### config.mk
export PLATFORM = sky130hd
export DESIGN_NAME = split_join_ctrl
export DESIGN_NICKNAME = d
export VERILOG_FILES = /design/src/rtl/split_join_ctrl.sv
export SDC_FILE = /design/constraint.sdc
export NUM_CORES = 1
export LEC_CHECK = 0
export CORE_MARGIN = 4
export CORE_UTILIZATION = 31
export CTS_BUF_LIST = sky130_fd_sc_hd__clkbuf_4
export DETAILED_ROUTE_END_ITERATION = 10
export HOLD_SLACK_MARGIN = 0.05
export PLACE_DENSITY = 0.82
export SYNTH_ARGS = -nofsm -noshare
export SYNTH_HDL_FRONTEND = slang
export SYNTH_SLANG_ARGS = --single-unit
export TNS_END_PERCENT = 20
### constraint.sdc
create_clock -name clk -period 2.1 [get_ports clk]
set_clock_uncertainty 0.05 [all_clocks]
set_input_delay 0.42 -clock clk [delete_from_list [all_inputs] [get_ports clk]]
set_output_delay 0.42 -clock clk [all_outputs]
set_load 0.02 [all_outputs]
### src/rtl/split_join_ctrl.sv
// Single-warp SIMT split/join controller driving an IPDOM stack.
// Optional stack overflow/underflow protection: define SPLIT_JOIN_ERR_EN.
module split_join_ctrl #(
  parameter  int NUM_THREADS = 4,
  parameter  int PC_WIDTH    = 32,
  localparam int ENTRYW      = NUM_THREADS + PC_WIDTH
) (
  input  logic                   clk,
  input  logic                   reset,
  input  logic                   split_valid,
  output logic                   split_ready,
  input  logic [NUM_THREADS-1:0] split_taken,
  input  logic [PC_WIDTH-1:0]    split_pc_next,
  input  logic                   join_valid,
  output logic                   join_ready,
  output logic [NUM_THREADS-1:0] tmask,
  output logic                   redirect_valid,
  output logic [PC_WIDTH-1:0]    redirect_pc,
  output logic                   stk_push,
  output logic                   stk_pop,
  output logic                   stk_pair,
  output logic [ENTRYW-1:0]      stk_q1,
  output logic [ENTRYW-1:0]      stk_q2,
  input  logic [ENTRYW-1:0]      stk_d,
  input  logic                   stk_index,
  input  logic                   stk_empty,
  input  logic                   stk_full,
  output logic                   err_overflow,
  output logic                   err_underflow
);

  typedef enum logic {IDLE, SETTLE} state_t;

  state_t                 r_state;
  logic [NUM_THREADS-1:0] r_tmask;
  logic                   r_redirect_valid;
  logic [PC_WIDTH-1:0]    r_redirect_pc;

  logic                   w_split_acc;
  logic                   w_join_acc;
  logic                   w_ovf;
  logic                   w_unf;
  logic                   w_divergent;
  logic [NUM_THREADS-1:0] w_taken;
  logic [NUM_THREADS-1:0] w_else;
  logic [NUM_THREADS-1:0] w_pop_mask;
  logic [PC_WIDTH-1:0]    w_pop_pc;

  assign split_ready = (r_state == IDLE);
  assign join_ready  = (r_state == IDLE) & ~split_valid;
  assign w_split_acc = split_valid & split_ready;
  assign w_join_acc  = join_valid & join_ready;

  assign w_taken     = split_taken & r_tmask;
  assign w_else      = ~split_taken & r_tmask;
  assign w_divergent = (|w_taken) & (|w_else);

  assign w_pop_mask  = stk_d[ENTRYW-1 -: NUM_THREADS];
  assign w_pop_pc    = stk_d[PC_WIDTH-1:0];

`ifdef SPLIT_JOIN_ERR_EN
  logic r_err_ovf;
  logic r_err_unf;

  assign w_ovf         = w_split_acc & stk_full;
  assign w_unf         = w_join_acc & stk_empty;
  assign err_overflow  = r_err_ovf;
  assign err_underflow = r_err_unf;

  always_ff @(posedge clk) begin
    if (reset) begin
      r_err_ovf <= 1'b0;
      r_err_unf <= 1'b0;
    end else begin
      if (w_ovf) r_err_ovf <= 1'b1;
      if (w_unf) r_err_unf <= 1'b1;
    end
  end
`else
  logic w_unused_status;

  // Stack status is irrelevant when protection is compiled out.
  assign w_unused_status = stk_full ^ stk_empty;
  assign w_ovf           = 1'b0;
  assign w_unf           = 1'b0;
  assign err_overflow    = 1'b0;
  assign err_underflow   = 1'b0;
`endif

  assign stk_push = w_split_acc & ~w_ovf;
  assign stk_pop  = w_join_acc & ~w_unf;
  assign stk_pair = w_divergent;
  assign stk_q1   = {r_tmask, {PC_WIDTH{1'b0}}};
  assign stk_q2   = {w_else, split_pc_next};

  always_ff @(posedge clk) begin
    if (reset) begin
      r_state          <= IDLE;
      r_tmask          <= '1;
      r_redirect_valid <= 1'b0;
      r_redirect_pc    <= '0;
    end else begin
      r_redirect_valid <= 1'b0;
      case (r_state)
        IDLE: begin
          if (w_split_acc) begin
            r_state <= SETTLE;
            if (stk_push && w_divergent) r_tmask <= w_taken;
          end else if (w_join_acc) begin
            r_state <= SETTLE;
            if (stk_pop) begin
              r_tmask <= w_pop_mask;
              // index 0 marks a pending else path that fetch must jump to
              if (!stk_index) begin
                r_redirect_valid <= 1'b1;
                r_redirect_pc    <= w_pop_pc;
              end
            end
          end
        end
        SETTLE:  r_state <= IDLE;
        default: r_state <= IDLE;
      endcase
    end
  end

  assign tmask          = r_tmask;
  assign redirect_valid = r_redirect_valid;
  assign redirect_pc    = r_redirect_pc;

endmodule

# Word-level counts from Yosys, hierarchy flattened
# Index checks and enable logic that the tools add are counted.
# W data, S select, Z words.
dict set report word_totals {
  regBits 38
  input_bits 79
  output_inout_bits 116
}
dict set report classes {
  eq_ne 1
  n_mux 7
  bitwise_logic 12
  reduce_logical 7
}
# cell n
set ops {}
lappend ops {{$mux W4} 3}
lappend ops {{$reduce_or A4 Y1} 3}
lappend ops {{$and A4 B4 Y4} 2}
lappend ops {{$not A1 Y1} 5}
lappend ops {{$and A1 B1 Y1} 4}
lappend ops {{$not A4 Y4} 1}
lappend ops {{$reduce_and A4 Y1} 1}
lappend ops {{$mux W1} 3}
lappend ops {{$reduce_and A3 Y1} 1}
lappend ops {{$ne A2 B1 Y1 const B} 1}
lappend ops {{$pmux W1 S2} 1}
lappend ops {{$reduce_bool A2 Y1} 1}
lappend ops {{$logic_and A1 B1 Y1} 1}

# Depth between registers and ports, before layout
# Gate-level depths: netlist of the first run.
dict set report depth {
  depth_word 7
  ltp_mapped 8
}

# Least setup slack after synthesis of the first run
# OpenSTA, ideal clock, no wires.
dict set report synth_timing {
  path_type {reg2out}
  from {reg r_tmask[1], in the netlist tmask[1]}
  to {out stk_pair}
  arrival_time_ns 1.396
  required_ns 1.630
  path_slack_ns 0.234
  stages_incl_launch_ff 4
  path_buffers 0
  path_cell_list {dfxtp_1 nor2b_1 nor4_1 nor2_1}
}
dict set report synth_via {
  elab_chain_len 3
}
# item line_no
set synth_rtl {}
lappend synth_rtl {{from (decl)} 35} ;# logic [NUM_THREADS-1:0] r_tmask;
lappend synth_rtl {{from (signal assigned)} 108} ;# if (stk_push && w_divergent) r_tmask <= w_taken;
lappend synth_rtl {{from (signal assigned)} 112} ;# r_tmask <= w_pop_mask;
lappend synth_rtl {{$and A4 B4 Y4} 55} ;# assign w_else = ~split_taken & r_tmask;
lappend synth_rtl {{via stk_q2[33]} 23} ;# output logic [ENTRYW-1:0] stk_q2,
lappend synth_rtl {{$reduce_or A4 Y1} 56} ;# assign w_divergent = (|w_taken) & (|w_else);
lappend synth_rtl {{$and A1 B1 Y1} 56}
lappend synth_rtl {{to (decl)} 21} ;# output logic stk_pair,
# The timed path passes the listed nets, and every way through them passes these cells.

# Worst setup path in the final report of the first run
dict set report layout_timing {
  from {in join_valid}
  to {out stk_pop}
}
dict set report layout_via {
  elab_chain_len 1
}
# item line_no
set layout_rtl {}
lappend layout_rtl {{from (decl)} 14} ;# input logic join_valid,
lappend layout_rtl {{$and A1 B1 Y1} 52} ;# assign w_join_acc = join_valid & join_ready;
lappend layout_rtl {{to (decl)} 20} ;# output logic stk_pop,
# No other way between the ends.

==> results of run 1 <==
final timing paths:
| path | from | endpoint |
|---|---|---|
| worst max-delay path | join_valid | stk_pop |
| worst min-delay path | split_taken[2] | tmask[2]$_SDFFE_PP1P_ |
| worst max register to register | r_state$_SDFF_PP0_ | redirect_pc[5]$_SDFFE_PP0P_ |
| worst min register to register | redirect_pc[14]$_SDFFE_PP0P_ | redirect_pc[14]$_SDFFE_PP0P_ |
worst max-delay path, delay by kind of cell:
family	cells	cell delay, ns
buf+inv	3	0.78
simple gates	1	0.40
through the flow:
step	power (µW)	utilization, %	setup TNS [ns]	cells	hold slack [ns]
after floorplan	1148	-	0	285	0.4802
after global placement	1229	43.36	-1.515	390	0.3912
after detailed placement	1233	43.36	-1.897	390	0.3994
after CTS	1612	44.32	-0.08735	398	0.4161
after global routing	1685	44.57	-0.007871	399	0.3678
final	1595	44.57	0	399	0.3700
timing repair:
action                     CTS  global route
hold buffers                 0             0
setup endpoints to repair    8             2
gates cloned                 0             0
buffers inserted             0             1
pin swaps                    0             3
gates resized for setup     14             7
cell type report:
| cell class | instances | area, µm² |
|---|---|---|
| clock inverters | 3 | 16.27 |
| flip-flops and latches | 38 | 760.7 |
| clock buffers | 5 | 37.54 |
| fillers | 623 | 3540 |
| inverters | 2 | 12.51 |
| well taps | 77 | 96.34 |
| repair buffers | 111 | 1112 |
| multi-input cells | 163 | 810.8 |
cells in the mapped netlist (3+ instances only):
master / count
nor4b_1: 3
nor2b_1: 5
nor2_1: 3
buf_4: 73
a21oi_1: 27
nand2_2: 9
o21ai_1: 3
buf_6: 5
dfxtp_1: 38
a21oi_2: 8
clkbuf_1: 4
nand2_1: 58
cell families after synthesis:
kind of cell	after synthesis
buffers and inverters	84
muxes	1
and+or+nand+nor	85
AOI/OAI and AO/OA	43
other	1
DFF	38
placed cells by master (no fill, tap or decap):
cell type        instances
o21a_1                   1
nand2b_1                 1
nor4b_1                  3
nor4_2                   1
clkinvlp_4               1
clkdlybuf4s50_1         82
a211oi_1                 1
nor2_2                   1
a31oi_1                  1
clkinv_2                 1
a21oi_2                  8
buf_2                    1
o21ai_1                  3
dfxtp_1                 38
a22o_1                   1
mux2i_1                  1
nor2b_2                  1
clkdlybuf4s15_2          1
buf_4                   14
clkinv_1                 1
inv_1                    1
nand2b_2                 1
dlygate4sd2_1            6
nor2b_1                  4
nor2_4                   1
a21oi_1                 27
buf_12                   4
a221oi_2                 1
nand2_1                 58
and2_0                   1
nand2_2                  9
nor2_1                   3
or3b_4                   1
clkbuf_4                 5
clkinv_4                 1
conb_1                  34
dlymetal6s2s_1           3
layer usage:
layer  vias up  GRT usage (%)  part of all wire (%)
li1        835              -                     -
met1       775          13.12                    38
met2        89          22.67                    50
met3        16          3.594                    10
met4         0          4.871                   1.8
met5         -              0                     0
sequential cells by signal (all words and copies together) (netlist names):
| signal | flops |
|---|---|
| r_state | 1 |
| redirect_pc | 32 |
| redirect_valid | 1 |
| tmask | 4 |
report_power, final:
| part | internal, µW | total [µW] | switching (µW) |
|---|---|---|---|
| Combinational | 214 | 450 | 236 |
| Sequential | 749 | 769 | 20.0 |
| Clock | 125 | 376 | 251 |
| Total | 1090 | 1600 | 507 |
==> key figures, run 1 <==
Outcome
  – Status: finished clean

Clock network
  – CTS Sinks: 38
  – CTS tree: built
  – CTS Buf Count: 5
  – Clock insertion delay at the later pin of the skew report: 0.34 ns
  – Root buffer cell: clkbuf_4
  – Clk pin slew, worst setup/hold paths: around 0.13 ns
  – H-tree depth: 2
  – CTS max path bufs: 2

Place
  – HPWL Detailed: 3990 µm
  – Pre-CTS WS: -0.4512 ns
  – PortBufs: 94
  – Placed Area: around 0.0028 mm²
  – GPL Wtd Cong: 0.7734

Power and ir drop
  – VDD IR max: roughly 0.31 mV
  – Power per cell area: 560.5 mW/mm²
  – P_leak: 0.001114 µW

Layout
  – Area grow syn2layout: 38.05%
  – Ant diodes: 0
  – NumNets Final: 400
  – Layout cells sized above 1: ~16%
  – Design area: roughly 0.0028 mm²

Drt
  – Drt via density: roughly 4.3
  – Antenna viol nets, final: 0
  – DR WL/cell: about 13 µm
  – Drt total wl: between 5000 and 6000 µm
  – DRC Markers: 0
  – Drt pass-1 iters: 4
  – Iter 0 DRT Violations: 18
  – Vias: ~1,700

STA
  – Final Hold Viols: 0
  – Slew Limit Headroom: 60.41%
  – Slew at the pin closest to its max-slew limit: 0.5939 ns
  – Slew Limit Fails: 0
  – Fmax: about 480 MHz
  – Min cycle time layout: 2.063 ns
  – Fin crit share: about 98%
  – Final setup margin: 0.03700 ns
  – Count of final setup violators: 0

Floorplan
  – Area of the core: between 0.006 and 0.007 mm²
  – Initial core utilization: 32.29%
  – Site row count: 29
  – Die Area: 0.008020 mm²
  – Die width: ~90 µm
  – # IOs: ~200
  – Die Y: ~90 µm

Yosys
  – Synth top area cells: dfxtp_1 37%, buf_4 27%, nand2_1 11%
  – Multiplexer area fraction after synthesis: 0.4854%
  – Mapped Area: 0.002062 mm²
  – Flip-flop and latch count after synthesis: 38
  – Dominant synthesized flop cell: dfxtp_1
  – Synth Area in XOR/XNOR: 0%
  – Synth Warn #: 0
  – Simple-gate share of the synthesized area: 19.24%
  – Compound-Gate Fraction of Synth Area: 12.56%
  – Post-synth EDFFs: 0
  – Post-synth top area share: 36.89%
  – Adder-Cell Fraction of Synth Area: 0%
  – Sequential area share after synthesis: 36.89%
  – Post-synth ARST share: 0%
  – Largest family of logic cells by synthesized area: buffers and inverters
  – Syn avg cell area: 8.182 µm²
  – Synth unique cells: 28
  – Synth area leader: dfxtp_1
  – Syn Inst Count: 252

GRT
  – Pin count of the biggest net entering global routing: 29
  – Vias in the first global route: ~1,600
  – Grt ovf: 0
  – Gr usage total: about an eighth
  – Initial antenna violation count: 0
  – First-pass GRT wire length: 7631 µm

Worst hold path
  – Worst hold stages: 3
  – Hold Crit Class: in -> reg

Worst setup path
  – Crit path max-delay cell type: clkdlybuf4s50_1
  – CP peak stage delay: between 0.4 and 0.5 ns
  – WP data required: 1.63 ns
  – R2R depth: 6
  – Crit-path cells: clkdlybuf4s50_1 -> or3b_4 -> clkinv_4 -> clkdlybuf4s15_2
  – Worst endpoint data arrival time: around 1.6 ns
  – Setup crit start kind: input pin
  – Reg2reg setup slack: 0.48 ns
  – Critical Path Fanout Max: 2
  – Crit path capture type: output pin
  – CP Class: in -> out

Job
  – Max Cap Viol: 0
No activity file was read; power rests on OpenSTA's default activity.
==> run 2, diff against run 1 <==
--- a/config.mk
+++ b/config.mk
@@ -8,9 +8,11 @@
 export CORE_MARGIN = 4
 export CORE_UTILIZATION = 31
 export CTS_BUF_LIST = sky130_fd_sc_hd__clkbuf_4
+export CTS_CLUSTER_DIAMETER = 60
 export DETAILED_ROUTE_END_ITERATION = 10
 export HOLD_SLACK_MARGIN = 0.05
 export PLACE_DENSITY = 0.82
+export RECOVER_POWER = 50
 export SYNTH_ARGS = -nofsm -noshare
 export SYNTH_HDL_FRONTEND = slang
 export SYNTH_SLANG_ARGS = --single-unit
==> run 2 against run 1 <==
Power is 0.40% lower. Critical path depth stayed put. Global-route usage stayed put. Sequential share of layout area is 0.49 points higher. Critical path type unchanged. First-iteration DRC count is 56% higher. Non-clock buffer count stayed put. Highest routed layer unchanged. Worst hold slack better by 0.016 ns. Worst setup slack worse by 0.0014 ns. Routed wire length stayed put. Sequential power hardly changed. Die area stayed put.
==> key figures, run 2 (synthesis results as in run 1) <==
Outcome
  – Status: finished clean

Worst hold path
  – Hold Crit Class: in -> reg
  – Worst Hold Path EP: tmask[2]$_SDFFE_PP1P_
  – Hold path start: split_taken[2]
  – Worst hold stages: 3

STA
  – Fmax: 484.4 MHz
  – Fin crit share: 98.30%
  – Slew Limit Headroom: under 10%
  – Count of final setup violators: 0
  – Min Hold Slack: 0.3858 ns
  – Slew Limit Fails: 0
  – Final Hold Viols: 0
  – Slew at the pin closest to its max-slew limit: 1.427 ns
  – Min cycle time layout: 2.064 ns

Clock network
  – # hold bufs at CTS: 0
  – CTS Buf Count: 5
  – CTS tree: built
  – Clk pin slew, worst setup/hold paths: around 0.14 ns
  – Clock insertion delay at the later pin of the skew report: 0.35 ns
  – H-tree depth: 2
  – CTS max path bufs: 2
  – CTS Sinks: 38
  – Root buffer cell: clkbuf_4

Worst setup path
  – Worst endpoint data arrival time: 1.59 ns
  – Crit path capture type: output pin
  – R2R depth: 7
  – Setup crit start kind: input pin
  – Critical Path Fanout Max: 2
  – CP Class: in -> out
  – R2r endpoint: redirect_pc[5]$_SDFFE_PP0P_
  – Reg2reg setup slack: 0.37 ns
  – WP data required: 1.63 ns
  – RR Startpoint: r_state$_SDFF_PP0_

Place
  – PortBufs: 94
  – HPWL Detailed: 3990 µm
  – GPL Wtd Cong: 0.7734

GRT
  – First-pass GRT wire length: 7631 µm
  – Pin count of the biggest net entering global routing: 29
  – Vias in the first global route: 1,630
  – Gr usage total: 12.35%
  – Grt ovf: 0
  – Initial antenna violation count: 0

Drt
  – Antenna viol nets, final: 0
  – Vias: 1,735
  – Drt total wl: between 5000 and 6000 µm
  – Iter 0 DRT Violations: 28
  – DR WL/cell: 12.88 µm
  – DRC Markers: 0
  – Drt pass-1 iters: 4
  – Drt via density: around 4.3

Power and ir drop
  – Tot Pwr: 1589 µW
  – Power per cell area: 568.4 mW/mm²
  – P_leak: roughly 0.0011 µW
  – VDD IR max: ~0.31 mV

Floorplan
  – # IOs: 195
  – Die Y: approximately 90 µm
  – Die width: between 80 and 90 µm
  – Site row count: 29
  – Initial core utilization: approximately a third
  – Die Area: 0.008020 mm²
  – Area of the core: 0.006386 mm²

Layout
  – Most frequent cells in the layout: 82 x clkdlybuf4s50_1, 61 x nand2_1, 38 x dfxtp_1, 34 x conb_1, 27 x a21oi_1
  – Ant diodes: 0
  – Area grow syn2layout: 35.56%
  – Layout fillers: 634
  – Multi-input gate area: 798.3 µm²
  – Most common cell after layout, fill and taps aside: clkdlybuf4s50_1
  – Largest register FFs: 32
  – Layout cells sized above 1: 13.66%
  – Register area: 760.7 µm²
  – NumNets Final: 400
  – Final Util: roughly 44%

Job
  – Max Cap Viol: 0
run 2: through the flow:
| step | area (µm²) | std cells | TNS (ns) | setup slack [ns] |
|---|---|---|---|---|
| 2_1_floorplan | 2186 | 285 | 0 | 0.2341 |
| 3_3_place_gp | 2769 | 390 | -1.515 | -0.4276 |
| 3_5_place_dp | 2769 | 390 | -1.897 | -0.4512 |
| 4_1_cts | 2830 | 398 | -0.08735 | -0.08735 |
| 5_1_grt | 2795 | 399 | -0.007871 | -0.007871 |
| 6_report | 2795 | 399 | 0 | 0.03561 |
run 2: worst max-delay path by stage:
| stage | startpoint | endpoint | slack (ns) |
|---|---|---|---|
| after floorplan | tmask[1]$_SDFFE_PP1P_ | stk_pair | 0.23 |
| after global placement | split_taken[2] | stk_pair | -0.43 |
| after detailed placement | split_taken[3] | stk_pair | -0.45 |
| after CTS | split_taken[3] | stk_pair | -0.09 |
| after global routing | split_taken[3] | stk_pair | -0.008 |
| final | join_valid | stk_pop | 0.04 |
run 2: routing by layer:
metal / track usage [%] / wire length [µm] / vias to the layer above
li1: - / - / 834
met1: 13.12 / 1864 / 784
met2: 22.67 / 2633 / 103
met3: 3.594 / 565 / 14
met4: 4.871 / 79 / 0
met5: 0 / 0 / -
run 2: power by group:
group	internal (µW)	leakage, µW	switching, µW	total [µW]
Sequential	749	0.000309	19.7	769
Combinational	207	0.000748	233	439
Clock	125	0.0000286	256	381
Total	1080	0.00109	508	1590
run 2: area by class of cell:
type | count | share of cell area [%]
inverter | 2 | 0.4476
tap | 77 | 3.447
clock inverter | 3 | 0.5819
sequential | 38 | 27.22
timing repair buffer | 111 | 38.41
multi-input combinational | 163 | 28.56
clock buffer | 5 | 1.343
run 2: worst max-delay path, cell delays in order:
cell and delay (ns):
clkdlybuf4s50_1 0.47, or3b_4 0.40, clkinv_4 0.06, clkdlybuf4s15_2 0.25
run 2: timing repair:
action,4_1_cts,5_1_grt
endpoints found under the hold margin,0,0
endpoints found under the setup margin,8,2
pin swaps,0,3
buffers inserted,0,1
resized for setup,14,7
==> run 3, diff against run 2 <==
--- a/config.mk
+++ b/config.mk
@@ -12,7 +12,7 @@
 export DETAILED_ROUTE_END_ITERATION = 10
 export HOLD_SLACK_MARGIN = 0.05
 export PLACE_DENSITY = 0.82
-export RECOVER_POWER = 50
+export RECOVER_POWER = 100
 export SYNTH_ARGS = -nofsm -noshare
 export SYNTH_HDL_FRONTEND = slang
 export SYNTH_SLANG_ARGS = --single-unit
==> run 3 against run 2 <==
Combinational power down 3%. Global-route usage stayed put. Flip-flop and latch count stayed put. Critical endpoint unchanged.
==> key figures, run 3 (synthesis results as in run 1) <==
Outcome
  – Status: finished clean

Worst setup path
  – Largest delay share family, worst path: buffers and inverters
  – CP peak stage delay: 0.47 ns
  – Setup crit start kind: input pin
  – RR Startpoint: r_state$_SDFF_PP0_
  – WP data required: 1.63 ns
  – Critical Path Fanout Max: 2
  – Crit path max-delay cell type: clkdlybuf4s50_1
  – CP Depth: 4
  – Reg2reg setup slack: 0.39 ns
  – Crit path capture: stk_pop
  – Worst endpoint data arrival time: 1.59 ns
  – Crit path buf inv count: 3
  – Crit path capture type: output pin
  – Critical path origin: join_valid
  – R2r endpoint: redirect_pc[5]$_SDFFE_PP0P_
  – R2R depth: 6
  – CP Class: in -> out
  – Crit-path cells: clkdlybuf4s50_1 -> or3b_4 -> clkinv_4 -> clkdlybuf4s15_2

Power and ir drop
  – P_leak: around 0.0012 µW
  – Power per cell area: approximately 560 mW/mm²
  – Tot Pwr: 1571 µW
  – VDD IR max: 0.3051 mV

STA
  – Min cycle time layout: 2.062 ns
  – Slew Limit Headroom: 5.115%
  – Final Hold Viols: 0
  – Final setup margin: 0.03793 ns
  – Min Hold Slack: 0.3856 ns
  – Slew Limit Fails: 0
  – Fmax: between 400 and 500 MHz
  – Count of final setup violators: 0
  – Fin crit share: 98.19%
  – Slew at the pin closest to its max-slew limit: about 1.4 ns

Drt
  – Drt total wl: 5108 µm
  – DRC Markers: 0
  – DR WL/cell: 12.80 µm
  – Drt via density: between 4 and 5
  – Drt pass-1 iters: 4
  – Iter 0 DRT Violations: 27
  – Vias: between 1,500 and 2,000
  – Antenna viol nets, final: 0

GRT
  – Gr usage total: 12.35%
  – First-pass GRT wire length: ~7600 µm
  – Grt ovf: 0
  – Vias in the first global route: roughly 1,600
  – Initial antenna violation count: 0
  – Pin count of the biggest net entering global routing: 29

Place
  – Pre-CTS WS: -0.4512 ns
  – PortBufs: 94
  – HPWL Detailed: 3990 µm
  – GPL Wtd Cong: 0.7734

Layout
  – Most frequent cells in the layout: 65 x nand2_1, 42 x dlygate4sd3_1, 40 x clkdlybuf4s50_1, 38 x dfxtp_1, 34 x conb_1
  – Area grow syn2layout: 34.89%
  – Layout cells sized above 1: about an eighth
  – Ant diodes: 0
  – Most common cell after layout, fill and taps aside: nand2_1
  – NumNets Final: 400
  – Largest register FFs: 32

Clock network
  – CTS Buf Count: 5
  – # hold bufs at CTS: 0
  – H-tree depth: 2
  – Root buffer cell: clkbuf_4
  – Clk pin slew, worst setup/hold paths: about 0.14 ns
  – CTS Sinks: 38
  – CTS max path bufs: 2
  – Clock insertion delay at the later pin of the skew report: 0.35 ns
  – CTS tree: built

Floorplan
  – Die Y: 89.56 µm
  – Die Area: between 0.008 and 0.009 mm²
  – Die width: 89.56 µm
  – Initial core utilization: roughly 32%
  – Area of the core: 0.006386 mm²
  – # IOs: between 150 and 200
  – Site row count: 29

Job
  – Max Cap Viol: 0

Worst hold path
  – Hold Crit Class: in -> reg
run 3: changes by cell type in the layout (fill, tap and decap cells not counted), sizes merged:
cell           previous run  this run
buf                      15        14
clkdlybuf4s50            82        40
clkbuf                    9        10
dlygate4sd3               0        42
run 3: tightest hold or removal path, delay by kind of cell:
kind,cells,cell delay [ns]
compound gates,1,0.14
buf+inv,1,0.13
simple gates,1,0.07
run 3: cell type report:
cell class / count / area, µm²
timing repair buffer: 111 / 1070
tap: 77 / 96.34
sequential: 38 / 760.7
clock buffer: 5 / 37.54
fill: 640 / 3605
clock inverter: 3 / 16.27
multi-input combinational: 163 / 788.3
inverter: 2 / 12.51
run 3: worst min path at each step:
stage	startpoint	to	slack (ns)	cells after the start
final	split_taken[2]	tmask[2]$_SDFFE_PP1P_	0.39	3
after global placement	redirect_pc[10]$_SDFFE_PP0P_	redirect_pc[10]$_SDFFE_PP0P_	0.39	2
after CTS	redirect_pc[11]$_SDFFE_PP0P_	redirect_pc[11]$_SDFFE_PP0P_	0.42	2
after floorplan	join_valid	r_state$_SDFF_PP0_	0.48	1
after global routing	split_taken[2]	tmask[2]$_SDFFE_PP1P_	0.39	3
after detailed placement	redirect_pc[11]$_SDFFE_PP0P_	redirect_pc[11]$_SDFFE_PP0P_	0.40	2
run 3: layer usage:
metal,up-vias,routed length [µm],global-route usage [%]
met4,0,82,4.871
li1,837,-,-
met1,786,1824,13.12
met2,111,2608,22.67
met3,16,593,3.594
met5,-,0,0
run 3: report_power, final:
part	internal [µW]	switching (µW)	leakage [µW]
combinational	193	231	0.000838
clock	125	255	0.0000286
sequential	749	18.3	0.000309
total	1070	504	0.00118
run 3: metrics by stage:
stage          cells  utilization [%]  cell area (µm²)   TNS (ns)
5_1_grt          399            43.55             2781  -0.007871
6_report         399            43.55             2781          0
3_3_place_gp     390            43.36             2769     -1.515
2_1_floorplan    285                -             2186          0
4_1_cts          398            44.32             2830   -0.08735
3_5_place_dp     390            43.36             2769     -1.897
run 3: what timing repair did:
action	CTS	global route
cloned	0	0
setup endpoints to repair	8	2
setup buffers	0	1
resized for setup	14	7
pin swaps	0	3
